===== src/rtl/bol_readout_seq.sv =====
// bol_readout_seq: bolometer frame/row timing and datavalid delay path.
// Define BOL_LINE1_CHECK_EN to enable the first-line marker check.
module bol_readout_seq #(
    parameter int ROWS     = 480,
    parameter int COLS     = 640,
    parameter int NUM_CHAN = 8,
    parameter int HBLANK   = 20,
    parameter int CNT_W    = 12,
    parameter int ROW_W    = 10,
    parameter int IT_W     = 10
) (
    input  logic             CLK,
    input  logic             RESET_N,
    input  logic             ENABLE,
    input  logic             SINGLE,
    input  logic [IT_W-1:0]  INT_TIME,
    input  logic [4:0]       DV_DELAY,
    output logic             BL_MC,
    output logic             BL_RESET,
    output logic             BL_INT,
    output logic             BL_SERDATA,
    input  logic             BL_DATAVALID,
    input  logic             BL_LINE1,
    input  logic             BL_ERROR,
    output logic             BUF_WR_EN,
    output logic             BUF_WR_STB,
    output logic             BUF_SEL,
    output logic [ROW_W-1:0] CNT_ROW,
    output logic             FRAME_START,
    output logic             FRAME_DONE,
    output logic [1:0]       STATUS_ERR
);

    localparam int PIX_ROW = COLS / NUM_CHAN;
    localparam int PERIOD  = PIX_ROW + HBLANK;
    localparam int LEN0    = PIX_ROW + 3;

    typedef enum logic [1:0] {
        S_IDLE,
        S_FRST,
        S_ROW0,
        S_ROWN
    } state_t;

    state_t           state, state_n;
    logic [CNT_W-1:0] col, col_n;
    logic [ROW_W-1:0] row, row_n;
    logic             en_q;
    logic             go;
    logic             start_n;
    logic             done_n;
    logic             rst_d;
    logic             int_d;
    logic [31:0]      row_len;
    logic [31:0]      it_req;
    logic [31:0]      it_lim;
    logic [31:0]      it_eff;
    logic [31:0]      dv_sr;
    logic             wr_en_q;
    logic             err_st;

    assign go     = SINGLE ? (ENABLE & ~en_q) : ENABLE;
    assign it_req = 32'(INT_TIME);
    assign BL_MC  = CLK & en_q;

    // state, column and row counters
    always_ff @(posedge CLK) begin
        if (!RESET_N) begin
            state <= S_IDLE;
            col   <= '0;
            row   <= '0;
            en_q  <= 1'b0;
        end else begin
            state <= state_n;
            col   <= col_n;
            row   <= row_n;
            if (state == S_IDLE)
                en_q <= ENABLE;
        end
    end

    // next state and counter decode of the sensor controls
    always_comb begin
        state_n = state;
        col_n   = col;
        row_n   = row;
        start_n = 1'b0;
        done_n  = 1'b0;
        rst_d   = 1'b0;
        row_len = '0;
        unique case (state)
            S_IDLE: begin
                if (go) begin
                    state_n = S_FRST;
                    col_n   = '0;
                    start_n = 1'b1;
                end
            end
            S_FRST: begin
                rst_d = (col == '0);
                if (col == CNT_W'(1)) begin
                    state_n = S_ROW0;
                    col_n   = '0;
                    row_n   = '0;
                end else begin
                    col_n = col + CNT_W'(1);
                end
            end
            S_ROW0: begin
                row_len = 32'(LEN0);
                if (col == CNT_W'(LEN0 - 1)) begin
                    state_n = S_ROWN;
                    col_n   = '0;
                    row_n   = ROW_W'(1);
                end else begin
                    col_n = col + CNT_W'(1);
                end
            end
            S_ROWN: begin
                if (row < ROW_W'(ROWS))
                    row_len = 32'(PERIOD);
                if (col == CNT_W'(PERIOD - 1)) begin
                    col_n = '0;
                    if (row == ROW_W'(ROWS + 1)) begin
                        done_n = 1'b1;
                        if (!SINGLE && ENABLE) begin
                            state_n = S_FRST;
                            start_n = 1'b1;
                        end else begin
                            state_n = S_IDLE;
                        end
                    end else begin
                        row_n = row + ROW_W'(1);
                    end
                end else begin
                    col_n = col + CNT_W'(1);
                end
            end
            default: state_n = S_IDLE;
        endcase
        it_lim = row_len - 32'd1;
        it_eff = (it_req > it_lim) ? it_lim : it_req;
        int_d  = (row_len != '0) && (it_eff != '0)
                 && (32'(col) >= row_len - it_eff);
    end

    // registered sensor controls and frame pulses
    always_ff @(posedge CLK) begin
        if (!RESET_N) begin
            BL_RESET    <= 1'b0;
            BL_INT      <= 1'b0;
            BL_SERDATA  <= 1'b1;
            FRAME_START <= 1'b0;
            FRAME_DONE  <= 1'b0;
        end else begin
            BL_RESET    <= rst_d;
            BL_INT      <= int_d;
            BL_SERDATA  <= 1'b0;
            FRAME_START <= start_n;
            FRAME_DONE  <= done_n;
        end
    end

    assign BUF_WR_EN  = dv_sr[DV_DELAY];
    assign BUF_WR_STB = BUF_WR_EN & (row >= ROW_W'(2));
    assign CNT_ROW    = (row >= ROW_W'(2)) ? row - ROW_W'(2) : '0;

    // datavalid delay line and ping-pong select
    always_ff @(posedge CLK) begin
        if (!RESET_N) begin
            dv_sr   <= '0;
            wr_en_q <= 1'b0;
            BUF_SEL <= 1'b0;
        end else begin
            dv_sr   <= {dv_sr[30:0], BL_DATAVALID};
            wr_en_q <= BUF_WR_EN;
            if (state == S_IDLE)
                BUF_SEL <= 1'b0;
            else if (wr_en_q && !BUF_WR_EN)
                BUF_SEL <= ~BUF_SEL;
        end
    end

    // sticky sensor error, cleared as each frame starts
    always_ff @(posedge CLK) begin
        if (!RESET_N)
            err_st <= 1'b0;
        else if (start_n)
            err_st <= 1'b0;
        else if (BL_ERROR && state != S_IDLE)
            err_st <= 1'b1;
    end

    assign STATUS_ERR[0] = err_st;

`ifdef BOL_LINE1_CHECK_EN
    logic [31:0] ln_sr;
    logic        row2_seen;
    logic        err_l1;
    logic        wr_rise;

    assign wr_rise = BUF_WR_EN & ~wr_en_q;

    // first-line marker must accompany only the first row-2 write
    always_ff @(posedge CLK) begin
        if (!RESET_N) begin
            ln_sr     <= '0;
            row2_seen <= 1'b0;
            err_l1    <= 1'b0;
        end else begin
            ln_sr <= {ln_sr[30:0], BL_LINE1};
            if (start_n) begin
                row2_seen <= 1'b0;
                err_l1    <= 1'b0;
            end else if (wr_rise) begin
                if (row == ROW_W'(2) && !row2_seen) begin
                    row2_seen <= 1'b1;
                    if (!ln_sr[DV_DELAY])
                        err_l1 <= 1'b1;
                end else if (ln_sr[DV_DELAY]) begin
                    err_l1 <= 1'b1;
                end
            end
        end
    end

    assign STATUS_ERR[1] = err_l1;
`else
    logic unused_line1;

    assign unused_line1  = BL_LINE1;
    assign STATUS_ERR[1] = 1'b0;
`endif

endmodule

===== config.mk =====
export PLATFORM = sky130hd
export DESIGN_NAME = bol_readout_seq
export DESIGN_NICKNAME = d
export VERILOG_FILES = /design/src/rtl/bol_readout_seq.sv
export SDC_FILE = /design/constraint.sdc
export NUM_CORES = 1
export LEC_CHECK = 0
export ABC_AREA = 1
export BUFFER_PORTS_ARGS = -buffer_cell sky130_fd_sc_hd__buf_2
export CAP_MARGIN = 20
export CELL_PAD_IN_SITES_DETAIL_PLACEMENT = 1
export CELL_PAD_IN_SITES_GLOBAL_PLACEMENT = 1
export CORE_UTILIZATION = 39
export DETAILED_ROUTE_END_ITERATION = 10
export HOLD_SLACK_MARGIN = 0.05
export PLACE_DENSITY = 0.72
export SLEW_MARGIN = 20
export SYNTH_ARGS = -nofsm -noshare
export SYNTH_HDL_FRONTEND = slang
export SYNTH_SLANG_ARGS = --single-unit

===== constraint.sdc =====
create_clock -name CLK -period 4.6 [get_ports CLK]
set_input_delay 0.92 -clock CLK [delete_from_list [all_inputs] [get_ports CLK]]
set_output_delay 0.92 -clock CLK [all_outputs]
set_load 0.05 [all_outputs]

# Yosys cells after proc, flatten, opt, wreduce, memory -nomap -nowiden
# Index checks and enable logic that the tools add are counted.
# totals
register_bits	65
inputBits	22
elab_cells	92
# classes
add_sub_neg	5
magnitude_cmp	5
n_eq_ne	13
muxes	31
n_bitwise	6
n_reduce_logical	19
# ops
operator	count
32-bit nonzero test	2
10-bit 2-to-1 mux	5
12-bit 2-to-1 mux	4
12-bit one-hot mux with 4 select lines	1
12-bit by 32-bit >= comparator with 1-bit output	1
10-bit by 32-bit > comparator with 1-bit output	1
32-bit 2-to-1 mux	1
32-bit by 1-bit subtractor with 32-bit output (second input constant)	1
32-bit subtractor	1
10-bit one-hot mux with 3 select lines	1
12-bit by 7-bit equality test with 1-bit output (second input constant)	2
7-bit one-hot mux with 2 select lines	1
12-bit by 1-bit adder with 12-bit output (second input constant)	1
12-bit by 1-bit equality test with 1-bit output (second input constant)	1
12-bit logical NOT	1
2-bit != test (second input constant)	6
10-bit by 1-bit adder with 10-bit output (second input constant)	1
10-bit by 9-bit equality test with 1-bit output (second input constant)	1
10-bit by 2-bit >= comparator with 1-bit output (second input constant)	1
10-bit by 9-bit < comparator with 1-bit output (second input constant)	1
2-bit 2-to-1 mux	5
5-bit AND reduction	2
10-bit by 2-bit subtractor with 10-bit output (second input constant)	1
1-bit 2-to-1 mux	9
other kinds (17)	28

# Longest topological paths before layout
# Gate-level depths: netlist of the first run.
# logic_depth
word_depth	9
mapped_depth	40
mapped_depth_nobuf	38

==> flow_summary.ini, run 1 <==
[routing]
vias = 4399
wirelength_mm = 13.62
wl_per_cell_um = 15.78
drtIter0Drc = 164
firstDrtPassIters = 4
antenna_left = 0
via_per_inst = 5.097
drc = 0

[clock_tree]
clock_latency_ps = 440
clk_pin_slew_ps = 60
cts_tree = done

[setup_path]
crit_type = reg -> reg
slowest_delay_ps = 400
cp_top_family = simple AND/OR/NAND/NOR gates
required_ps = 4980
cp.arrival_ps = 4990
critPathMaxFanout = 7
startpoint_type = flip-flop
crit_path_frequent_cell = ha_4
crit_slowest_cell = fa_2
critPathBufInv = 6
cp-end-kind = flip-flop

[sta]
grt_setup_unrepaired = yes
worst_pin_slew_ps = 697.3
finalHoldViolations = 0
finalSetupTns_ps = -7.793
finalSetupViolCount = 1
max-slew-margin-rel = 0.5309
post-route-min-period_ps = 4608
fmax_mhz = 217.0
fin_skew_ps = 5.144
fin_ws_ps = -7.793
slew_viol_final = 0
hold_ws_ps = 424.5
min_period_over_period = 1.002

[cells_and_area]
drive_gt1_frac = 0.2683
nets = 786
n_antenna_cell = 0
area_delta_synth_final_pct = 28.51
stdcell_area_sq_um = 5821

[grt]
antenna_found_initial = 0
grt_remaining_overflow = 0
grt_usage = 0.2220
grt_max_degree = 43
grt_pass1_wl_mm = 20.75
grt_pass1_vias = 4405

[place]
dpl_cell_area_sq_um = 4997
dp_slack_ps = -172.9
dp_hpwl_mm = 9.051
place_congestion = 0.7929
port_buffers = 40

[floorplan]
io_pins = 43
coreArea_sq_um = 11080
rows = 38
dieHeight_um = 109.8
chipWidth_um = 109.8
start_util = 0.4089
dieArea_sq_um = 12050

[synth]
synthFlopType = dfxtp_1
syn_area_sq_um = 4529
synthDistinctLibCells = 47
synthArstFlopShare = 0
syn-num-nets = 715
synth_cells = 647
ys_seq_area_frac = 0.2873
postSynthAreaPerCell_sq_um = 7.001
synth_warnings = 0
synth.ff_latch_count = 65
synth-edff-count = 0

[pwr]
p_leak_uw = 0.002962
finalPower_uw = 3655
ir_drop_mv = 0.5766
power.density_nw_per_um2 = 628.0

[min_path]
hp-class = reg -> reg

[run]
drv_cap = 0

[run_status]
violations = negative setup slack
outcome = finished, violations left
## cells in the mapped netlist, drive strengths merged (2+ instances only)
master	instances	area share
nand2	148	0.14
inv	120	0.099
nor2	71	0.071
dfxtp	65	0.29
ha	45	0.12
o21ai	34	0.038
nand3	31	0.039
a21oi	28	0.031
nand4	17	0.023
xor2	15	0.029
buf	11	0.021
clkbuf	7	0.0058
nor3	7	0.0077
o22ai	7	0.0097
o221ai	6	0.012
xnor2	6	0.012
or2	4	0.0055
nand3b	3	0.0050
o211ai	3	0.0050
o32ai	3	0.0058
a211oi	2	0.0033
nor4	2	0.0028
## worst register-to-register path, delay by kind of cell (launching register included)
kind / cells / cell delay (ps)
adder cells (fa/ha/maj): 6 / 1410
AND/OR/NAND/NOR: 18 / 1650
AO/OA/AOI/OAI: 5 / 620
flip-flops: 1 / 360
buffers and inverters: 6 / 540
## cell families after synthesis
family | synth area share
adders and majority gates | 0.1287
buffers and inverters | 0.1268
AOI/OAI and AO/OA | 0.1152
DFF | 0.2873
xor gates and xnor gates | 0.04061
and+or+nand+nor | 0.3006
other | 0.0008279
## where the power goes
| group | internal (uW) | total (uW) | switching (uW) |
|---|---|---|---|
| Combinational | 798 | 2170 | 1370 |
| Sequential | 603 | 642 | 39.1 |
| Clock | 538 | 843 | 305 |
## final cells by class
class | instances | area (sq um)
clock buffer | 13 | 305.3
clock inverter | 8 | 81.33
fill | 1395 | 5258
inverter | 120 | 465.4
multi-input combinational | 443 | 3009
sequential | 65 | 1311
tap | 140 | 175.2
timing repair buffer | 74 | 473.0
## registers in the layout (all words and copies together), names as in the netlist
signal and flops:
dv_sr 32, col 12, row 10, state 2
BL_INT 1, BL_RESET 1, BL_SERDATA 1, BUF_SEL 1
FRAME_DONE 1, FRAME_START 1, en_q 1, err_st 1
wr_en_q 1
## final timing paths
path	from	endpoint	slack, ps	depth (start not counted)
setup / recovery	state[0]	BL_INT	-8	35
hold / removal	dv_sr[16]	dv_sr[17]	420	2
setup reg to reg	state[0]	BL_INT	-8	35
hold reg to reg	dv_sr[16]	dv_sr[17]	420	2
## through the flow
step,instances,util
2_1_floorplan,647,-
3_3_place_gp,837,0.4511
3_5_place_dp,837,0.4511
4_1_cts,859,0.4979
5_1_grt,863,0.5254
6_report,863,0.5254
## per-layer routing
metal / vias up / GRT usage / part of all wire
met3: 12 / 0.05098 / 0.027
met2: 55 / 0.3841 / 0.51
met5: - / 0 / 0
li1: 2200 / - / -
met4: 0 / 0.05429 / 0.0098
met1: 2132 / 0.2772 / 0.45
## what timing repair did
action	CTS	global route
pin swaps	9	39
endpoints found under the setup margin	1	1
resized for setup	24	61
buffers inserted	3	4
hold buffers	0	0
## placed cells by master, fill, tap and decap left out, types with 3 or more instances in the layout
| cell | n |
|---|---|
| ha_4 | 17 |
| buf_4 | 31 |
| o21ai_1 | 3 |
| clkinv_4 | 3 |
| o221ai_1 | 6 |
| o211ai_1 | 3 |
| xnor2_1 | 5 |
| a21oi_1 | 21 |
| nor2_2 | 6 |
| inv_4 | 4 |
| o32ai_1 | 3 |
| o21ai_0 | 29 |
| nand2_1 | 123 |
| inv_2 | 10 |
| nand3b_1 | 3 |
| nor2_1 | 59 |
| nor3_1 | 6 |
| nand3_1 | 24 |
| buf_6 | 4 |
| ha_1 | 26 |
| nand3_2 | 5 |
| nand2_2 | 14 |
| xor2_1 | 15 |
| buf_2 | 40 |
| or2_2 | 4 |
| nand2_4 | 11 |
| clkbuf_16 | 12 |
| nor2_4 | 4 |
| inv_1 | 105 |
| dfxtp_1 | 61 |
| o22ai_1 | 7 |
| a21oi_2 | 7 |
| nand4_1 | 17 |
Power figures use the tool's default switching activity.
==> inputs of run 2 (changes only) <==
Settings changed: CORE_UTILIZATION 39 to 25, PLACE_DENSITY 0.72 to 0.49.
==> flow_summary.ini, run 2 (synthesized netlist as in run 1, its figures left out) <==
[min_path]
hp-class = reg -> reg
hold_end = dv_sr[18]
hp-start = dv_sr[17]
hold_path_depth = 2

[cells_and_area]
top_register = dv_sr
final_cell_mix = 127 x nand2_1, 109 x inv_1, 63 x dfxtp_1
area_delta_synth_final_pct = 30.97
reg.largest.list = dv_sr: 32 flops, col: 12 flops, row: 10 flops
stdcell_area_sq_um = 5932
drive_gt1_frac = 0.2479
final_common_cell = nand2_1
largest_reg_flops = 32
n_antenna_cell = 0
fin_util = 0.3394
nets = 793

[clock_tree]
cts_tree = done
clk_pin_slew_ps = 60
clock_latency_ps = 450

[pwr]
power.density_nw_per_um2 = 619.2
p_leak_uw = 0.003013
finalPower_uw = 3673
ir_drop_mv = 0.3094

[place]
port_buffers = 40
dpl_cell_area_sq_um = 5164
dp_hpwl_mm = 10.07
place_congestion = 0.7392

[grt]
grt_remaining_overflow = 0
grt_pass1_wl_mm = 22.02
grt_pass1_vias = 4570
grt_usage = 0.1538
grt_max_degree = 43
antenna_found_initial = 0

[floorplan]
dieHeight_um = 136.6
io_pins = 43
chipWidth_um = 136.6
start_util = 0.2592
rows = 48
coreArea_sq_um = 17480
dieArea_sq_um = 18660

[sta]
slew_viol_final = 0
fin_skew_ps = 5.988
min_period_over_period = 0.9582
hold_ws_ps = 419.0
grt_setup_unrepaired = yes
finalHoldViolations = 0
post-route-min-period_ps = 4408
finalSetupViolCount = 0
worst_pin_slew_ps = 655.8
max-slew-margin-rel = 0.5601
fmax_mhz = 226.9

[routing]
wirelength_mm = 13.13
firstDrtPassIters = 4
wl_per_cell_um = 13.74
drc = 0
antenna_left = 0
vias = 4286
via_per_inst = 4.488
drtIter0Drc = 111

[setup_path]
cp-end-kind = flip-flop
crit_slowest_cell = dfxtp_4
rrSetupSlack_ps = 190
crit_type = reg -> reg
critPathMaxFanout = 6
startpoint_type = flip-flop
required_ps = 5000
cp.arrival_ps = 4810
r2r-start = state[0]
slowest_delay_ps = 350
r2r-end = BL_INT
ff2ff_path_depth = 36
crit_path_frequent_cell = nand2_1

[run]
drv_cap = 0

[run_status]
outcome = completed
run 2: changes by cell type in the layout (fill, tap and decap cells not counted), sizes merged:
| cell | delta |
|---|---|
| clkinv | -2 |
| inv | -1 |
| bufinv | +1 |
| clkbuf | +3 |
| buf | +7 |
| clkinvlp | -1 |
run 2: timing repair:
| action | 4_1_cts | 5_1_grt |
|---|---|---|
| pin swaps | 14 | 20 |
| endpoints found under the setup margin | 1 | 1 |
| buffers inserted | 4 | 3 |
| gates resized for setup | 28 | 36 |
| hold buffers | 0 | 0 |
run 2: layout make-up:
type                       count  area (sq um)
inverter                     120         457.9
sequential                    65          1306
clock inverter                 5         77.57
clock buffer                  16         336.6
fill                        2174         11540
tap                          225         281.5
multi-input combinational    443          2943
timing repair buffer          81         529.3
run 2: report_power, final:
part | switching (uW) | total [uW] | internal [uW] | leakage, uW
sequential | 38.5 | 640 | 601 | 0.000527
clock | 297 | 917 | 619 | 0.000216
combinational | 1320 | 2120 | 800 | 0.00227
run 2: worst max-delay path by stage:
stage	end	slack, ps	start	depth (start not counted)
3_3_place_gp	BL_INT	-90	state[0]	35
5_1_grt	BL_INT	-180	state[0]	38
3_5_place_dp	BL_INT	-260	state[0]	32
2_1_floorplan	BL_INT	40	state[0]	35
6_report	BL_INT	190	state[0]	36
4_1_cts	BL_INT	3	state[1]	34
run 2: per-layer routing:
layer | global-route usage | wire [um] | part of all wire | vias to the layer above
li1 | - | - | - | 2212
met1 | 0.1923 | 6429 | 0.49 | 2021
met2 | 0.2501 | 6082 | 0.46 | 38
met3 | 0.04593 | 448 | 0.034 | 15
met4 | 0.05123 | 165 | 0.013 | 0
met5 | 0 | 0 | 0 | -
run 2: through the flow:
| stage | std cells | TNS (ps) | setup slack [ps] |
|---|---|---|---|
| 2_1_floorplan | 647 | 0 | 38.11 |
| 3_3_place_gp | 930 | -93.42 | -93.42 |
| 5_1_grt | 955 | -180.7 | -180.7 |
| 6_report | 955 | 0 | 192.2 |
| 4_1_cts | 953 | 0 | 2.912 |
| 3_5_place_dp | 930 | -263.6 | -263.6 |
run 2: worst max-delay path, delay by kind of cell (launching register included):
family                   cells  cell delay, ps
AND/OR/NAND/NOR             18            1600
adder cells (fa/ha/maj)      6            1260
AO/OA/AOI/OAI                4             450
flip-flops                   1             350
buffers and inverters        8             690
==> inputs of run 3 (changes only) <==
Settings changed: GPL_TIMING_DRIVEN set to 0.
==> flow_summary.ini, run 3 (synthesized netlist as in run 1, its figures left out) <==
[run_status]
outcome = completed

[setup_path]
required_ps = 5000
crit_type = reg -> reg
critPathBufInv = 7
critPathMaxFanout = 6
cp.arrival_ps = 4980
crit_slowest_cell = dfxtp_4
cp-end-kind = flip-flop
startpoint_type = flip-flop
cp_top_family = simple AND/OR/NAND/NOR gates
crit_path_frequent_cell = ha_4
slowest_delay_ps = 380

[place]
dp_slack_ps = -877.8
place_congestion = 0.7559
dp_hpwl_mm = 10.11
dpl_cell_area_sq_um = 5004
placed_cells = 910
port_buffers = 38

[cells_and_area]
drive_gt1_frac = 0.2754
final_common_cell = nand2_1
n_antenna_cell = 0
largest_reg_flops = 32
instances_no_fill = 973
stdcell_area_sq_um = 6061
nets = 811
reg.largest.list = dv_sr: 32 flops, col: 12 flops, row: 10 flops
top_register = dv_sr
final_cell_mix = 120 x nand2_1, 105 x inv_1, 62 x dfxtp_1
area_delta_synth_final_pct = 33.81

[floorplan]
io_pins = 43
chipWidth_um = 136.6
coreArea_sq_um = 17480
start_util = 0.2592
dieArea_sq_um = 18660
rows = 48
dieHeight_um = 136.6

[run]
drv_cap = 0

[clock_tree]
clk_pin_slew_ps = 60
ctsHoldBuffers = 0
cts_tree = done
clock_latency_ps = 450

[sta]
hold_ws_ps = 420.3
min_period_over_period = 0.9954
max-slew-margin-rel = 0.5727
grt_setup_unrepaired = yes
slew_viol_final = 0
fin_ws_ps = 21.03
finalHoldViolations = 0
finalSetupViolCount = 0
worst_pin_slew_ps = 635.0
fin_skew_ps = 7.745
post-route-min-period_ps = 4579
fmax_mhz = 218.4

[grt]
grt_pass1_vias = 4603
grt_max_degree = 13
grt_pass1_wl_mm = 22.60
grt_usage = 0.1573
grt_remaining_overflow = 0
antenna_found_initial = 0

[routing]
antenna_left = 0
drtIter0Drc = 155
wirelength_mm = 13.45
via_per_inst = 4.505
firstDrtPassIters = 4
wl_per_cell_um = 13.82
vias = 4383
drc = 0

[pwr]
clockPowerShare = 0.220
p_leak_uw = 0.003038
swShare = 0.4727
ir_drop_mv = 0.3794
pwr-share-comb = 0.598
p_seq_frac = 0.182
power.density_nw_per_um2 = 583.7
power.switching_uw = 1672
internal_power_uw = 1865

[min_path]
hp-class = reg -> reg
## run 3: cell count changes in the layout (fill, tap and decap cells not counted), moves of 3 or more
cell and delta:
buf_4 +5, buf_6 +3, clkbuf_1 +6, clkinvlp_4 +3
inv_1 -4, inv_2 +4, nand2_1 -7, nand2_2 +4
## run 3: worst register-to-register path: cells and delay by family, from the launching register on
family                     cells  cell delay, ps
buffers and inverters          7             550
AOI/OAI and AO/OA              4             480
adders and majority gates      7            1470
and+or+nand+nor               18            1630
DFF                            1             380
## run 3: power by group through the flow
| stage | logic (uW) | registers, uW | clock network [uW] |
|---|---|---|---|
| after floorplan | 1220 | 653 | 16.1 |
| after global placement | 1580 | 648 | 19.1 |
| after detailed placement | 1620 | 650 | 19.1 |
| after CTS | 1970 | 645 | 809 |
| after global routing | 2340 | 651 | 833 |
| final | 2110 | 645 | 779 |
## run 3: cell type report
class / instances / area [sq um]
tap: 225 / 281.5
clock buffer: 13 / 305.3
sequential: 65 / 1310
timing repair buffer: 82 / 545.5
multi-input combinational: 443 / 3003
buffer: 17 / 105.1
inverter: 120 / 460.4
fill: 2169 / 11420
clock inverter: 8 / 50.05
## run 3: path summary, 6_finish.rpt
check | from | end | slack (ps) | cells after the start
worst max-delay path | state[0] | BL_INT | 20 | 36
worst min-delay path | dv_sr[12] | dv_sr[13] | 420 | 2
worst min register to register | dv_sr[12] | dv_sr[13] | 420 | 2
worst max register to register | state[0] | BL_INT | 20 | 36
## run 3: per-stage QoR
stage | TNS (ps) | utilization | power [uW]
3_5_place_dp | -877.8 | 0.2863 | 2293
5_1_grt | -298.2 | 0.3468 | 3824
4_1_cts | -75.05 | 0.3352 | 3424
6_report | 0 | 0.3468 | 3538
2_1_floorplan | 0 | - | 1888
3_3_place_gp | -724.0 | 0.2863 | 2252
## run 3: repair_timing
item                                    4_1_cts  5_1_grt
endpoints found under the setup margin        1        1
pin swaps                                    32       33
resized for setup                            59       27
setup buffers                                37        9
## run 3: per-layer routing
metal	vias up	GRT usage	routed length [um]
li1	2255	-	-
met1	2072	0.2031	6615
met3	13	0.04185	429
met4	0	0.04136	137
met2	43	0.2566	6265
met5	-	0	0
